--- config.mk ---
export PLATFORM = sky130hd
export DESIGN_NAME = residual_add_unit
export DESIGN_NICKNAME = d
export VERILOG_FILES = /design/src/rtl/residual_add_unit.sv
export SDC_FILE = /design/constraint.sdc
export NUM_CORES = 2
export LEC_CHECK = 0
export ABC_AREA = 1
export CORE_AREA = 8 8 602 604
export CTS_BUF_LIST = sky130_fd_sc_hd__clkbuf_2 sky130_fd_sc_hd__clkbuf_4 sky130_fd_sc_hd__clkbuf_8
export DETAILED_ROUTE_END_ITERATION = 8
export DIE_AREA = 0 0 610 612
export PLACE_DENSITY = 0.34
export SETUP_SLACK_MARGIN = 0.5
export SYNTH_ARGS = -nofsm -noshare
export SYNTH_HDL_FRONTEND = slang
export SYNTH_SLANG_ARGS = --single-unit
--- constraint.sdc ---
create_clock -name clk -period 9.7 [get_ports clk]
set_input_delay 1.94 -clock clk [delete_from_list [all_inputs] [get_ports clk]]
set_output_delay 1.94 -clock clk [all_outputs]
set_load 0.01 [all_outputs]
--- src/rtl/residual_add_unit.sv ---
// Residual combine stage: element-wise main + shortcut, per-channel requantising
// shift, optional post-add activation and saturation, LANES elements per cycle.
module residual_add_unit #(
  parameter int DATA_WIDTH  = 8,
  parameter int CHANNELS    = 4,
  parameter int HEIGHT      = 4,
  parameter int WIDTH       = 4,
  parameter int LANES       = 2,
  parameter int SHIFT_WIDTH = 3,
  parameter int ACT_MODE    = 1,
  parameter int LEAKY_SHIFT = 3,
  parameter int SATURATE    = 1,
  localparam int N          = CHANNELS * HEIGHT * WIDTH,
  localparam int CW         = $clog2(N + 1)
) (
  input  logic                          clk,
  input  logic                          rst,
  input  logic                          start,
  output logic                          done,
  output logic                          busy,
  input  logic                          shortcut_en,
  input  logic [DATA_WIDTH*N-1:0]       main_tensor_flat,
  input  logic [DATA_WIDTH*N-1:0]       shortcut_tensor_flat,
  input  logic [CHANNELS*SHIFT_WIDTH-1:0] shift_flat,
  output logic [DATA_WIDTH*N-1:0]       output_tensor_flat,
  output logic [CW-1:0]                 sat_count
);

  localparam int HW = HEIGHT * WIDTH;
  localparam int IW = (N > 1) ? $clog2(N) : 1;
  localparam int AW = DATA_WIDTH + 2;
  localparam logic signed [AW-1:0] MAX_V = (AW'(1) <<< (DATA_WIDTH - 1)) - AW'(1);
  localparam logic signed [AW-1:0] MIN_V = -MAX_V - AW'(1);

  typedef enum logic [1:0] {S_IDLE, S_RUN, S_DONE} state_t;

  state_t                        state_q, state_d;
  logic                          pend_q, pend_d;
  logic [IW-1:0]                 idx_q, idx_d;
  logic [CW-1:0]                 sat_q, sat_d;
  logic [DATA_WIDTH*N-1:0]       out_q, out_d;
  logic [DATA_WIDTH*N-1:0]       main_q, main_d;
  logic [DATA_WIDTH*N-1:0]       sc_q, sc_d;
  logic [CHANNELS*SHIFT_WIDTH-1:0] shift_q, shift_d;
  logic                          en_q, en_d;

  logic [IW-1:0]                 lane_idx [LANES];
  logic [DATA_WIDTH-1:0]         lane_res [LANES];
  logic                          lane_ovf [LANES];

  for (genvar gi = 0; gi < LANES; gi++) begin : g_lane
    localparam logic [IW-1:0] LANE_OFF = IW'(gi);
    logic [IW-1:0]          ch;
    logic [DATA_WIDTH-1:0]  m_el, s_el;
    logic [SHIFT_WIDTH-1:0] sh;
    logic signed [AW-1:0]   s, q, a;

    assign lane_idx[gi] = idx_q + LANE_OFF;
    assign ch   = lane_idx[gi] / IW'(HW);
    assign m_el = main_q[lane_idx[gi]*DATA_WIDTH +: DATA_WIDTH];
    assign s_el = sc_q[lane_idx[gi]*DATA_WIDTH +: DATA_WIDTH];
    assign sh   = shift_q[ch*SHIFT_WIDTH +: SHIFT_WIDTH];

    always_comb begin
      s = {{2{m_el[DATA_WIDTH-1]}}, m_el}
        + (en_q ? {{2{s_el[DATA_WIDTH-1]}}, s_el} : AW'(0));
      q = s >>> sh;
      a = q;
      if (ACT_MODE == 1) begin
        if (q < 0) a = '0;
      end else if (ACT_MODE == 2) begin
        if (q < 0) a = q >>> LEAKY_SHIFT;
      end
      lane_ovf[gi] = (a > MAX_V) || (a < MIN_V);
      lane_res[gi] = a[DATA_WIDTH-1:0];
      if (SATURATE != 0) begin
        if (a > MAX_V)      lane_res[gi] = MAX_V[DATA_WIDTH-1:0];
        else if (a < MIN_V) lane_res[gi] = MIN_V[DATA_WIDTH-1:0];
      end
    end
  end

  always_comb begin
    state_d = state_q;
    pend_d  = pend_q;
    idx_d   = idx_q;
    sat_d   = sat_q;
    out_d   = out_q;
    main_d  = main_q;
    sc_d    = sc_q;
    shift_d = shift_q;
    en_d    = en_q;
    case (state_q)
      S_IDLE: begin
        // Inputs are captured on the start edge; RUN begins one cycle later.
        if (pend_q) begin
          pend_d  = 1'b0;
          state_d = S_RUN;
        end else if (start) begin
          main_d  = main_tensor_flat;
          sc_d    = shortcut_tensor_flat;
          shift_d = shift_flat;
          en_d    = shortcut_en;
          sat_d   = '0;
          idx_d   = '0;
          pend_d  = 1'b1;
        end
      end
      S_RUN: begin
        for (int l = 0; l < LANES; l++) begin
          out_d[lane_idx[l]*DATA_WIDTH +: DATA_WIDTH] = lane_res[l];
          sat_d = sat_d + CW'(lane_ovf[l]);
        end
        idx_d = idx_q + IW'(LANES);
        if (idx_q == IW'(N - LANES)) begin
          idx_d   = '0;
          state_d = S_DONE;
        end
      end
      S_DONE: begin
        if (!start) state_d = S_IDLE;
      end
      default: state_d = S_IDLE;
    endcase
  end

  always_ff @(posedge clk) begin
    if (rst) begin
      state_q <= S_IDLE;
      pend_q  <= 1'b0;
      idx_q   <= '0;
      sat_q   <= '0;
      out_q   <= '0;
      main_q  <= '0;
      sc_q    <= '0;
      shift_q <= '0;
      en_q    <= 1'b0;
    end else begin
      state_q <= state_d;
      pend_q  <= pend_d;
      idx_q   <= idx_d;
      sat_q   <= sat_d;
      out_q   <= out_d;
      main_q  <= main_d;
      sc_q    <= sc_d;
      shift_q <= shift_d;
      en_q    <= en_d;
    end
  end

  assign busy               = (state_q == S_RUN);
  assign done               = (state_q == S_DONE);
  assign output_tensor_flat = out_q;
  assign sat_count          = sat_q;

endmodule

# Word-level counts from Yosys, hierarchy flattened
# Cells that the tools add are included.
[totals]
ff_bits = 1565
elab_cells = 76
inputBits = 1040
output_inout_bits = 521
[op_classes]
n_eq_ne = 8
mux = 23
order_cmp = 6
n_reduce_logical = 7
multipliers = 2
n_addsub = 8
shifts = 12
bitwise = 1
[op_table]
columns = ["operator", "n"]
rows = [
  ["$shiftx A512 B10 Y8", 4],
  ["$bwmux W512", 2],
  ["$shift A8 B34 Y512 const A", 2],
  ["$shiftx A8 B34 Y512", 2],
  ["$neg A9 Y34", 2],
  ["$mux W10", 4],
  ["$mux W8", 4],
  ["$shiftx A12 B5 Y3", 2],
  ["$add A10 B10 Y10", 2],
  ["$gt A10 B8 Y1 const B", 2],
  ["$lt A10 B1 Y1 const B", 2],
  ["$lt A10 B8 Y1 const B", 2],
  ["$sshr A10 B3 Y10", 2],
  ["$mux W6", 3],
  ["$add A7 B1 Y7", 2],
  ["$mux W7", 2],
  ["$pmux W7 S2", 1],
  ["$pmux W6 S2", 1],
  ["$reduce_and A3 Y1", 3],
  ["$mul A2 B2 Y4 const B", 2],
  ["$ne A2 B2 Y1 const B", 4],
  ["$add A6 B1 Y6 const B", 1],
  ["$add A6 B2 Y6 const B", 1],
  ["$eq A6 B6 Y1 const B", 1],
  ["10 further kinds", 14],
]

# Longest topological paths before layout
[logic_depth]
ltp_word = 12
ltp_mapped = 33
depth_no_buf = 30

# Worst setup path before layout
# OpenSTA, ideal clock, no wires.
[synth_timing]
path_type = "reg2reg"
start = "reg idx_q[1]"
end = "reg sat_q[6], in the netlist sat_count[6]"
path_slack_ns = 5.048
synth_period_minus_slack_ns = 4.652
arrival_time_ns = 4.582
n_path_buf = 5
t_required_ns = 9.630
setup_ns = 0.070
path_stages_with_launch = 30
cell_sequence = "dfxtp_1 > buf_2 > buf_2 > buf_2 > clkbuf_1 > clkbuf_1 > o21ai_0 > o21ai_0 > a211oi_1 > a211oi_1 > ha_1 > inv_1 > fa_1 > nand3b_1 > nand2_1 > nand3_1 > nand3_1 > nand3_1 > nand3_1 > nand2_1 > nand2_1 > nand2_2 > inv_1 > fa_1 > ha_1 > inv_1 > nor3_1 > nand4_1 > or2_2 > a21oi_1"
[synth_between]
elab_chain_cells = 11
elab_cells_between_ends = 26
cone_classes = "add/sub: 5; mul: 1; order compare: 6; shift: 7; mux: 5; reduce/logical: 2"
[synth_lines]
columns = ["element", "line_no", "rtl"]
rows = [
  ["start, declared", "39", "logic [IW-1:0] idx_q, idx_d;"],
  ["start signal, assigned", "141", "idx_q <= idx_d;"],
  ["$shiftx A512 B10 Y8 or $add A6 B1 Y6 (tied branches)", "61, 58", ""],
  ["$mux W10 or $shiftx A512 B10 Y8 (tied branches)", "66, 61", ""],
  ["$add A10 B10 Y10 or $mux W10 (tied branches)", "66", "+ (en_q ? {{2{s_el[DATA_WIDTH-1]}}, s_el} : AW'(0));"],
  ["$sshr A10 B3 Y10 or $add A10 B10 Y10 (tied branches)", "67, 66", ""],
  ["$lt A10 B1 Y1 or $sshr A10 B3 Y10 (tied branches)", "70, 67", ""],
  ["$mux W10 or $lt A10 B1 Y1 (tied branches)", "70", "if (q < 0) a = '0;"],
  ["$gt A10 B8 Y1 (tied with other cells)", "74", "lane_ovf[gi] = (a > MAX_V) || (a < MIN_V);"],
  ["$logic_or A1 B1 Y1 (tied with other cells)", "74", ""],
  ["$add A7 B1 Y7 or $logic_or A1 B1 Y1 (tied branches)", "112, 74", ""],
  ["$add A7 B1 Y7 *", "112", "sat_d = sat_d + CW'(lane_ovf[l]);"],
  ["$pmux W7 S2 *", "93", "case (state_q)"],
  ["end signal, assigned", "142", "sat_q <= sat_d;"],
  ["end, declared", "40", "logic [CW-1:0] sat_q, sat_d;"],
]
# Mark *: on every way between the ends. The rest lies on a longest branch, timed or not.
# A chain may end at the register's enable or synchronous reset.

# Worst setup path in the final report
# Ends and elaborated chain as after synthesis.

==> metrics.yaml <==
outcome:
  status: "finished, final reports clean"
setup_path:
  path_max_fanout: 71
  crit_path_max_incr_delay_ns: 0.67
  cpMaxStageDelayCell: "a211oi_1"
  cp_common_cell: "nand2_1"
  worstPathRequired_ns: 10.64
  regToRegEndpoint: "sat_count[6]"
  cp-start-kind: "flip-flop"
  cp.arrival_ns: 8.55
  rr_worst_depth: 30
  reg2reg_slack_ns: 2.09
  critical_path_class: "reg -> reg"
  reg2reg_from: "idx_q[1]"
  worstSetupEndpointType: "flip-flop"
logic_synthesis:
  synthDominantCellAreaShare: 0.5002
  synth_top_area_cell: "dfxtp_1"
  ys_seq_area_frac: 0.5002
  ys_seq_elements: 1564
  postSynthNetCount: 9543
  synthTopCellsByArea: "dfxtp_1, nor2_1, o21ai_0"
  ys_types: 43
  synth.avg_cell_area_um2: 7.384
  yosys_warnings: 0
  synth_area_um2: 62590
  syn_inst: 8477
final_layout:
  area_delta_synth_final_pct: 43.33
  instances_no_fill: 14739
  final_util: 0.2538
  fin_area_um2: 89710
  layout-drive-gt1-share: 0.07449
  nFillCells: 39158
  nets: 10846
die:
  fp.dieH_um: 612
  initial_core_util: 0.1771
  die_w_um: 610
  ios: 1561
  row_count: 219
  core_um2: 353500
  dieArea_um2: 373300
timing:
  fin_skew_ns: 0.1177
  period_needed_ns: 7.609
  finalHoldWorstSlack_ns: 0.4411
  worst_slew_pin_slew_ns: 1.357
  max_freq_ghz: 0.1314
  fin_crit_sh: 0.7844
  slew_headroom: 0.09529
  layout_setup_ws_ns: 2.091
  finalHoldViolations: 0
  rsz0062_at_grt: "false"
  timing.setup.tns_ns: 0
  setup-violations-final: 0
  finalMaxSlewViolations: 0
global_route:
  grt_max_degree: 259
  grt_overflow_total: 0
  met1_usage: 0.2565
  gr-usage-met3: 0.05138
  grt_pass1_vias: 67328
  grt_util_met2: 0.3750
  grt_usage: 0.2177
  antenna_found_initial: 237
  grt_pass1_wl_um: 576600
  busiest_layer: "met2"
hold_path:
  min_path_type: "reg -> reg"
  hold_path.startpoint: "output_tensor_flat[407]"
  min_to: "output_tensor_flat[407]"
  min_path_cells: 2
place:
  place_area_um2: 82600
  dp.cells: 14100
  dpl.hpwl_um: 319900
  gp_congestion: 0.8728
  io_buffer_count: 1560
  pre_cts_ws_ns: 1.994
power_and_ir_drop:
  p_clk_frac: 0.413
  p_sw_mw: 6.080
  netSwitchingFraction: 0.3290
  power_frac_comb: 0.188
  power.total_mw: 18.48
  p_int_mw: 12.40
  powerDensity_nw_per_um2: 206.0
  vdd_drop_max_mv: 0.1320
  power.share.sequential: 0.399
  p_leak_nw: 34.28
clocking:
  clock_path_buffers: 4
  cts.sinks: 1564
  postCtsHoldBufs: 0
  htree_num_levels: 5
  cts-root-buf: "clkbuf_8"
  cts_buffers: 319
  clock_latency_ns: 1.04
  cts_tree: "yes"
  clk_pin_slew_ns: 0.06
  cts_setup_buffers: 0
  cts_resized: 0
detailed_routing:
  drc: 0
  via_per_inst: 4.618
  dr.pass1.iters: 5
  drt_iter0_markers: 5626
  via_count: 68068
  routed_wirelength_um: 430100
  ant_nets: 0
  wl_per_cell_um: 29.18
job:
  drv_cap: 0
-- routing by layer --
layer  part of all wire  up-vias
met2               0.49     2464
met3              0.062      824
li1                   -    31311
met5             0.0015        -
met1               0.40    33373
met4              0.048       96
-- cell usage after synthesis --
| cell type | count |
|---|---|
| a211oi_1 | 36 |
| a21oi_1 | 465 |
| a21oi_2 | 1 |
| a221oi_1 | 16 |
| a22oi_1 | 144 |
| buf_1 | 35 |
| buf_2 | 56 |
| buf_4 | 4 |
| clkbuf_1 | 583 |
| clkinv_1 | 1 |
| conb_1 | 1 |
| dfxtp_1 | 1564 |
| fa_1 | 3 |
| ha_1 | 23 |
| inv_1 | 105 |
| inv_2 | 16 |
| nand2_1 | 720 |
| nand2_2 | 13 |
| nand2_4 | 1 |
| nand3_1 | 275 |
| nand3_2 | 1 |
| nand3b_1 | 3 |
| nand4_1 | 55 |
| nor2_1 | 2361 |
| nor2_2 | 14 |
| nor2_4 | 3 |
| nor3_1 | 26 |
| nor3_2 | 7 |
| nor3_4 | 1 |
| nor3b_1 | 3 |
| nor4_2 | 1 |
| o211ai_1 | 25 |
| o21a_1 | 1 |
| o21ai_0 | 1766 |
| o21ai_1 | 15 |
| o21bai_1 | 1 |
| o221ai_1 | 111 |
| o22ai_1 | 13 |
| or2_1 | 1 |
| or2_2 | 2 |
| or4_1 | 1 |
| xnor2_1 | 2 |
| xor2_1 | 2 |
-- cell type report --
type,instances,area (um^2),share of cell area
clock inverter,43,455.4,0.005077
sequential,1564,31320,0.3491
clock buffer,513,6447,0.07187
timing repair buffer,1660,16650,0.1856
antenna,83,207.7,0.002315
multi-input combinational,6113,28320,0.3157
tap,4641,5807,0.06473
inverter,122,494.2,0.005509
-- critical path, delay by kind of cell, from the launching register on --
kind | cells | cell delay (ns)
and+or+nand+nor | 13 | 2.63
DFF | 1 | 0.49
buffers and inverters | 7 | 2.04
adders and majority gates | 3 | 0.63
AOI/OAI and AO/OA | 7 | 1.53
-- flip-flops by register name, summed over array words and instances, names as in the netlist --
name	count
sc_q	512
state_q	2
pend_q	1
output_tensor_flat	512
en_q	1
sat_count	7
idx_q	5
main_q	512
shift_q	12
-- cell families after synthesis --
family / count (synthesis) / synth area share
adder cells (fa/ha/maj): 26 / 0.005557
buffers and inverters: 800 / 0.04934
flip-flops: 1564 / 0.5002
XOR/XNOR: 4 / 0.0005598
AND/OR/NAND/NOR: 3488 / 0.2206
AO/OA/AOI/OAI: 2594 / 0.2236
other: 1 / 0.00005991
-- how the worst max path moves through the flow --
stage                         from           end  cells past startpoint
after floorplan           idx_q[1]  sat_count[6]                     29
after global placement    idx_q[1]  sat_count[6]                     30
after detailed placement  idx_q[1]  sat_count[6]                     30
after CTS                 idx_q[1]  sat_count[6]                     30
after global routing      idx_q[1]  sat_count[6]                     30
final                     idx_q[1]  sat_count[6]                     30
-- power by group through the flow --
stage	clock [mW]	combinational (mW)	sequential, mW
global placement	0	3.51	7.48
floorplan	0	1.69	7.33
finish	7.64	3.47	7.37
CTS	7.89	3.53	7.35
detailed placement	0	3.51	7.48
global route	8.16	3.76	7.42
-- cell usage in the layout (no fill, tap or decap), types with 23 or more instances in the layout --
master,netlist,routed
clkbuf_4,0,98
buf_4,4,77
nand3_1,275,275
inv_1,105,101
o221ai_1,111,111
a211oi_1,36,34
a22oi_1,144,144
nor3_2,7,24
buf_12,0,23
nor2_1,2361,2358
diode_2,0,83
o21ai_0,1766,1763
clkdlybuf4s50_1,0,1560
o211ai_1,25,25
a21oi_1,465,465
clkbuf_8,0,415
nand2_1,720,720
dfxtp_1,1564,1560
ha_1,23,23
nand4_1,55,55
No activity file was read; power rests on OpenSTA's default activity.
